$ cat src/rtl/dma_channel_arbiter.sv
// -----------------------------------------------------------------------------
// dma_channel_arbiter
//
// Shares the single device-side port of the DMA controller between NUM_CH
// requesting peripherals. One channel at a time is granted in round-robin
// order. The granted channel's configuration is presented to the controller
// together with a single-cycle rqst. The grant is then held until the
// controller signals completion with end_flag.
//
// Ports
//   clk, reset            : clock, asynchronous active-low reset
//   ch_req / ch_mask      : per-channel level request and enable
//   ch_num_words          : flat per-channel word count (ADD_LEN each)
//   ch_start_addr         : flat per-channel start address (ADD_LEN+1 each)
//   ch_rd_wr              : per-channel direction (1 = memory-to-device)
//   ch_dev_ack, ch_dev_in : per-channel device ack and write data
//   ch_grant              : one-hot grant, ISSUE through RELEASE
//   ch_dma_ack            : controller dma_ack routed to the granted channel
//   ch_dev_out            : controller dev_out, broadcast to all channels
//   ch_end                : one-cycle completion pulse to the granted channel
//   busy, grant_id        : arbiter activity and current/most recent winner
//   rqst .. dev_in        : request and configuration towards the controller
//   dma_ack, dev_out,
//   end_flag              : handshake and status from the controller
// -----------------------------------------------------------------------------
module dma_channel_arbiter #(
    parameter int NUM_CH   = 4,
    parameter int ADD_LEN  = 16,
    parameter int DATA_LEN = 16
) (
    input  logic                         clk,
    input  logic                         reset,
    input  logic [NUM_CH-1:0]            ch_req,
    input  logic [NUM_CH-1:0]            ch_mask,
    input  logic [NUM_CH*ADD_LEN-1:0]    ch_num_words,
    input  logic [NUM_CH*(ADD_LEN+1)-1:0] ch_start_addr,
    input  logic [NUM_CH-1:0]            ch_rd_wr,
    input  logic [NUM_CH-1:0]            ch_dev_ack,
    input  logic [NUM_CH*DATA_LEN-1:0]   ch_dev_in,
    output logic [NUM_CH-1:0]            ch_grant,
    output logic [NUM_CH-1:0]            ch_dma_ack,
    output logic [DATA_LEN-1:0]          ch_dev_out,
    output logic [NUM_CH-1:0]            ch_end,
    output logic                         busy,
    output logic [2:0]                   grant_id,
    output logic                         rqst,
    output logic [ADD_LEN-1:0]           num_words,
    output logic [ADD_LEN:0]             start_addr,
    output logic                         rd_wr,
    output logic                         dev_ack,
    output logic [DATA_LEN-1:0]          dev_in,
    input  logic                         dma_ack,
    input  logic [DATA_LEN-1:0]          dev_out,
    input  logic                         end_flag
);

    typedef enum logic [1:0] {
        ST_IDLE,
        ST_ISSUE,
        ST_XFER,
        ST_RELEASE
    } state_t;

    state_t              state;
    state_t              state_next;
    logic [2:0]          last;
    logic [2:0]          winner;
    logic                found;
    logic [NUM_CH-1:0]   eligible;
    logic                active;

    assign eligible   = ch_req & ch_mask;
    assign active     = (state != ST_IDLE);
    assign busy       = active;
    assign rqst       = (state == ST_ISSUE);
    assign ch_dev_out = dev_out;

    // Round-robin search: the candidate at distance k above 'last' (modulo
    // NUM_CH) wins if it is the nearest eligible one. The inner loop walks
    // constant channel indices so the vector selects stay static.
    always_comb begin
        winner = last;
        found  = 1'b0;
        for (int k = 1; k <= NUM_CH; k++) begin
            for (int j = 0; j < NUM_CH; j++) begin
                if (!found && eligible[j] && (j == ((int'(last) + k) % NUM_CH))) begin
                    winner = 3'(j);
                    found  = 1'b1;
                end
            end
        end
    end

    // Next-state logic. Only IDLE looks at requests, so a granted transfer
    // cannot be revoked by request or mask changes, and end_flag is only
    // honoured while the controller is actually transferring.
    always_comb begin
        state_next = state;
        case (state)
            ST_IDLE:    if (eligible != '0) state_next = ST_ISSUE;
            ST_ISSUE:   state_next = ST_XFER;
            ST_XFER:    if (end_flag) state_next = ST_RELEASE;
            ST_RELEASE: state_next = ST_IDLE;
            default:    state_next = ST_IDLE;
        endcase
    end

    // State register plus the winner capture. grant_id and last are only
    // written on the IDLE->ISSUE edge so they stay constant for the whole
    // transaction and grant_id keeps the previous winner while idle.
    always_ff @(posedge clk or negedge reset) begin
        if (!reset) begin
            state    <= ST_IDLE;
            grant_id <= '0;
            last     <= 3'(NUM_CH - 1);
        end else begin
            state <= state_next;
            if (state == ST_IDLE && eligible != '0) begin
                grant_id <= winner;
                last     <= winner;
            end
        end
    end

    // Output routing from state and grant_id. Configuration is held for the
    // whole grant because the controller latches it one cycle after rqst;
    // the handshake only passes through while the controller is in XFER.
    always_comb begin
        ch_grant   = '0;
        ch_dma_ack = '0;
        ch_end     = '0;
        num_words  = '0;
        start_addr = '0;
        rd_wr      = 1'b0;
        dev_in     = '0;
        dev_ack    = 1'b0;
        for (int i = 0; i < NUM_CH; i++) begin
            if (active && grant_id == 3'(i)) begin
                ch_grant[i] = 1'b1;
                num_words   = ch_num_words[i*ADD_LEN +: ADD_LEN];
                start_addr  = ch_start_addr[i*(ADD_LEN+1) +: ADD_LEN+1];
                rd_wr       = ch_rd_wr[i];
                dev_in      = ch_dev_in[i*DATA_LEN +: DATA_LEN];
                if (state == ST_XFER) begin
                    dev_ack       = ch_dev_ack[i];
                    ch_dma_ack[i] = dma_ack;
                end
                if (state == ST_RELEASE) begin
                    ch_end[i] = 1'b1;
                end
            end
        end
    end

endmodule

$ cat config.mk
export PLATFORM = sky130hd
export DESIGN_NAME = dma_channel_arbiter
export DESIGN_NICKNAME = d
export VERILOG_FILES = /design/src/rtl/dma_channel_arbiter.sv
export SDC_FILE = /design/constraint.sdc
export NUM_CORES = 1
export LEC_CHECK = 0
export CORE_AREA = 2 2 124 126
export DETAILED_ROUTE_END_ITERATION = 10
export DIE_AREA = 0 0 126 128
export PLACE_DENSITY_LB_ADDON = 0.2
export SYNTH_ARGS = -nofsm -noshare
export SYNTH_HDL_FRONTEND = slang
export SYNTH_SLANG_ARGS = --single-unit
export TNS_END_PERCENT = 20
$ cat constraint.sdc
create_clock -name clk -period 2.1 [get_ports clk]
set_input_delay 0.525 -clock clk [delete_from_list [all_inputs] [get_ports clk]]
set_output_delay 0.525 -clock clk [all_outputs]
set_load 0.01 [all_outputs]
==> results.md <==
- Commonest cells after routing, fill and taps aside: clkdlybuf4s50_1, mux4_2, buf_6
- Setup ws final: -0.310 ns
- Number of global-route vias before repair: 3,198
- Required time worst endpoint: 1.57 ns
- Peak supply drop: 0.000818 V
- Remaining global-route overflow: 0
- Crit Reg-Reg Startpoint: state[1]
- CP max FO: 8
- Clock latency at the later pin of the worst-skew pair: 0.23 ns
- CP startpoint kind: flip-flop
- Top Ports: 316
- Die area: 0.0161 mm^2
- Ant diodes: 0
- Seq/Total Area, Yosys: between 6 and 7%
- Final wirelength: approximately 13,000 um
- F_max: 0.415 GHz
- Root buffer cell: clkbuf_16
- #FFs+latches synth: 6
- Critical Path Start: grant_id[0]
- Initial antenna violation count: 0
- # H-tree levels: 1
- Fraction of registers with async set/reset: 100%
- R2r setup slk: 0.52 ns
- Placed Area: 0.00529 mm^2
- WHS: 0.483 ns
- Worst setup EP type: output port
- Final TNS setup: -8.51 ns
- Post-Syn Area: about 0.0023 mm^2
- Failing checks: setup timing
- Row Count: 45
- Setup Skew: 0.00180 ns
- Post-Syn Nets: 429
- Reg2reg end: state[1]
- Via density: 4.25
- Max-slew violations: 0
- Pleak: 2.39 nW
- Avg Cell Area, Syn: ~12 um^2
- Synth-to-Final Area Change: 155%
- Tot Pwr: 6.86 mW
- Final Hold Fails: 0
- PD cells: 1190 mW/mm^2
- Count of final setup violators: 51
- Post-synth EDFFs: 0
- Final period util: 115%
- Post-DRT Antenna Nets: 0
- DRC Markers: 0
- Clk slew on worst S/H paths: roughly 0.03 ns
- Starting density of the core: 15.2%
- Final GP Congestion: between 0.8 and 0.9
- Clock tree buffer depth: 2
- GRT Overall Usage: 14.3%
- R2R depth: 7
- Largest net degree at the start of global routing: 31
- Core Area: 0.0149 mm^2
- Maxcap violations: 0
- First-pass DRT Iterations: 4
- Layout cell share with drive strength beyond 1: 44.7%
- Fin nets: 730
- RSZ-0062 raised after global routing: yes
- Iter 0 DRT Violations: 54
- Tmin final: 2.41 ns
- Number of buffers created by CTS: 3
- DP Wirelength: 9900 um
- Chip width: roughly 130 um
- Tightest Hold Check Type: reg -> reg
- PortBufs: 282
- Mapped Cells: between 150 and 200
- Post-synth cell types: 35
- DR vias: 2,887
- Most common cell after layout, fill and taps aside: clkdlybuf4s50_1
- Arrival time at the worst endpoint: 1.89 ns
- CTS Sinks: 6
- Critical path class: reg -> out
- DR WL/cell: 18.4 um
- Outcome: finished with violations
- Die Ht: 128 um
- Post-synth top flop: dfrtp_1
- Synth Warn #: 0
- Critical Path Sink: start_addr[7]
- Number of filler cells placed in the layout: ~1,500
- First-pass GRT wire length: 18,300 um
- CTS tree: done
- Fin area: 0.00577 mm^2
==> cell families after synthesis <==
logic type	synth area share (%)
adders and majority gates	2.21
muxes	50.9
DFF	6.75
and+or+nand+nor	19.1
buffers and inverters	14.2
other	0.166
AOI/OAI and AO/OA	6.59
==> cells in the mapped netlist, drive strengths merged (2+ instances only) <==
master   n  share of area [%]
ha       4                2.2
and2    54                 15
clkbuf   5               0.83
nand3b   2               0.66
a211oi   2               0.66
nor3     2               0.44
a21oi    4               0.89
mux4    50                 50
o21ai    2               0.61
dfstp    2                2.3
a21o     2               0.66
a22o     2               0.77
and3     6                1.7
buf     29                 12
nand2    3               0.50
dfrtp    4                4.4
inv      7                1.2
==> critical path: stages, from the launching register on <==
cell,delay (ns)
dfrtp_4,0.52
buf_12,0.17
buf_12,0.12
buf_12,0.12
mux4_2,0.44
and2_1,0.15
buf_2,0.13
==> power by group <==
part / switching [mW] / internal [mW] / leakage (nW)
Combinational: 2.31 / 3.96 / 2.28
Clock: 0.0617 / 0.244 / 0.0370
Sequential: 0.0948 / 0.198 / 0.0664
Total: 2.46 / 4.40 / 2.39
==> layer usage <==
metal | wire length (um) | up-vias | GRT usage, %
li1 | - | 1339 | -
met1 | 4950 | 1390 | 17.3
met2 | 6560 | 156 | 26.9
met3 | 1000 | 2 | 3.67
met4 | 27 | 0 | 0.517
met5 | 0 | - | 0
==> flip-flops by register name, summed over array words and instances, names as in the netlist <==
register	cells
grant_id	2
last	2
state	2
==> timing repair <==
action / 4_1_cts / 5_1_grt
pin swaps: 49 / 4
resized for setup: 321 / 54
endpoints found under the setup margin: 64 / 57
hold buffers: 0 / 0
gates cloned: 5 / 0
hold endpoints to repair: 0 / 0
setup buffers: 23 / 1
==> metrics by stage <==
step	cells	util, %	setup WS (ns)
4_1_cts	682	37.8	-0.313
2_1_floorplan	193	-	0.120
3_3_place_gp	652	35.6	-0.575
6_report	680	38.8	-0.310
5_1_grt	680	38.8	-0.343
3_5_place_dp	652	35.6	-0.551
==> area by class of cell <==
type / count / area, um^2 / area share (%)
clock buffers: 3 / 75.1 / 1.30
inverters: 7 / 31.3 / 0.542
multi-input cells: 146 / 1920 / 33.3
flip-flops and latches: 6 / 158 / 2.73
well taps: 188 / 235 / 4.08
repair buffers: 330 / 3350 / 58.1
==> worst min-delay path by stage <==
| stage | startpoint | endpoint | cells after the start |
|---|---|---|---|
| 6_report | last[0] | last[0] | 2 |
| 3_5_place_dp | last[0] | last[0] | 2 |
| 3_3_place_gp | last[0] | last[0] | 2 |
| 4_1_cts | last[0] | last[0] | 2 |
| 5_1_grt | last[0] | last[0] | 2 |
| 2_1_floorplan | reset | grant_id[0] | 0 |
No activity file was read; power rests on OpenSTA's default activity.
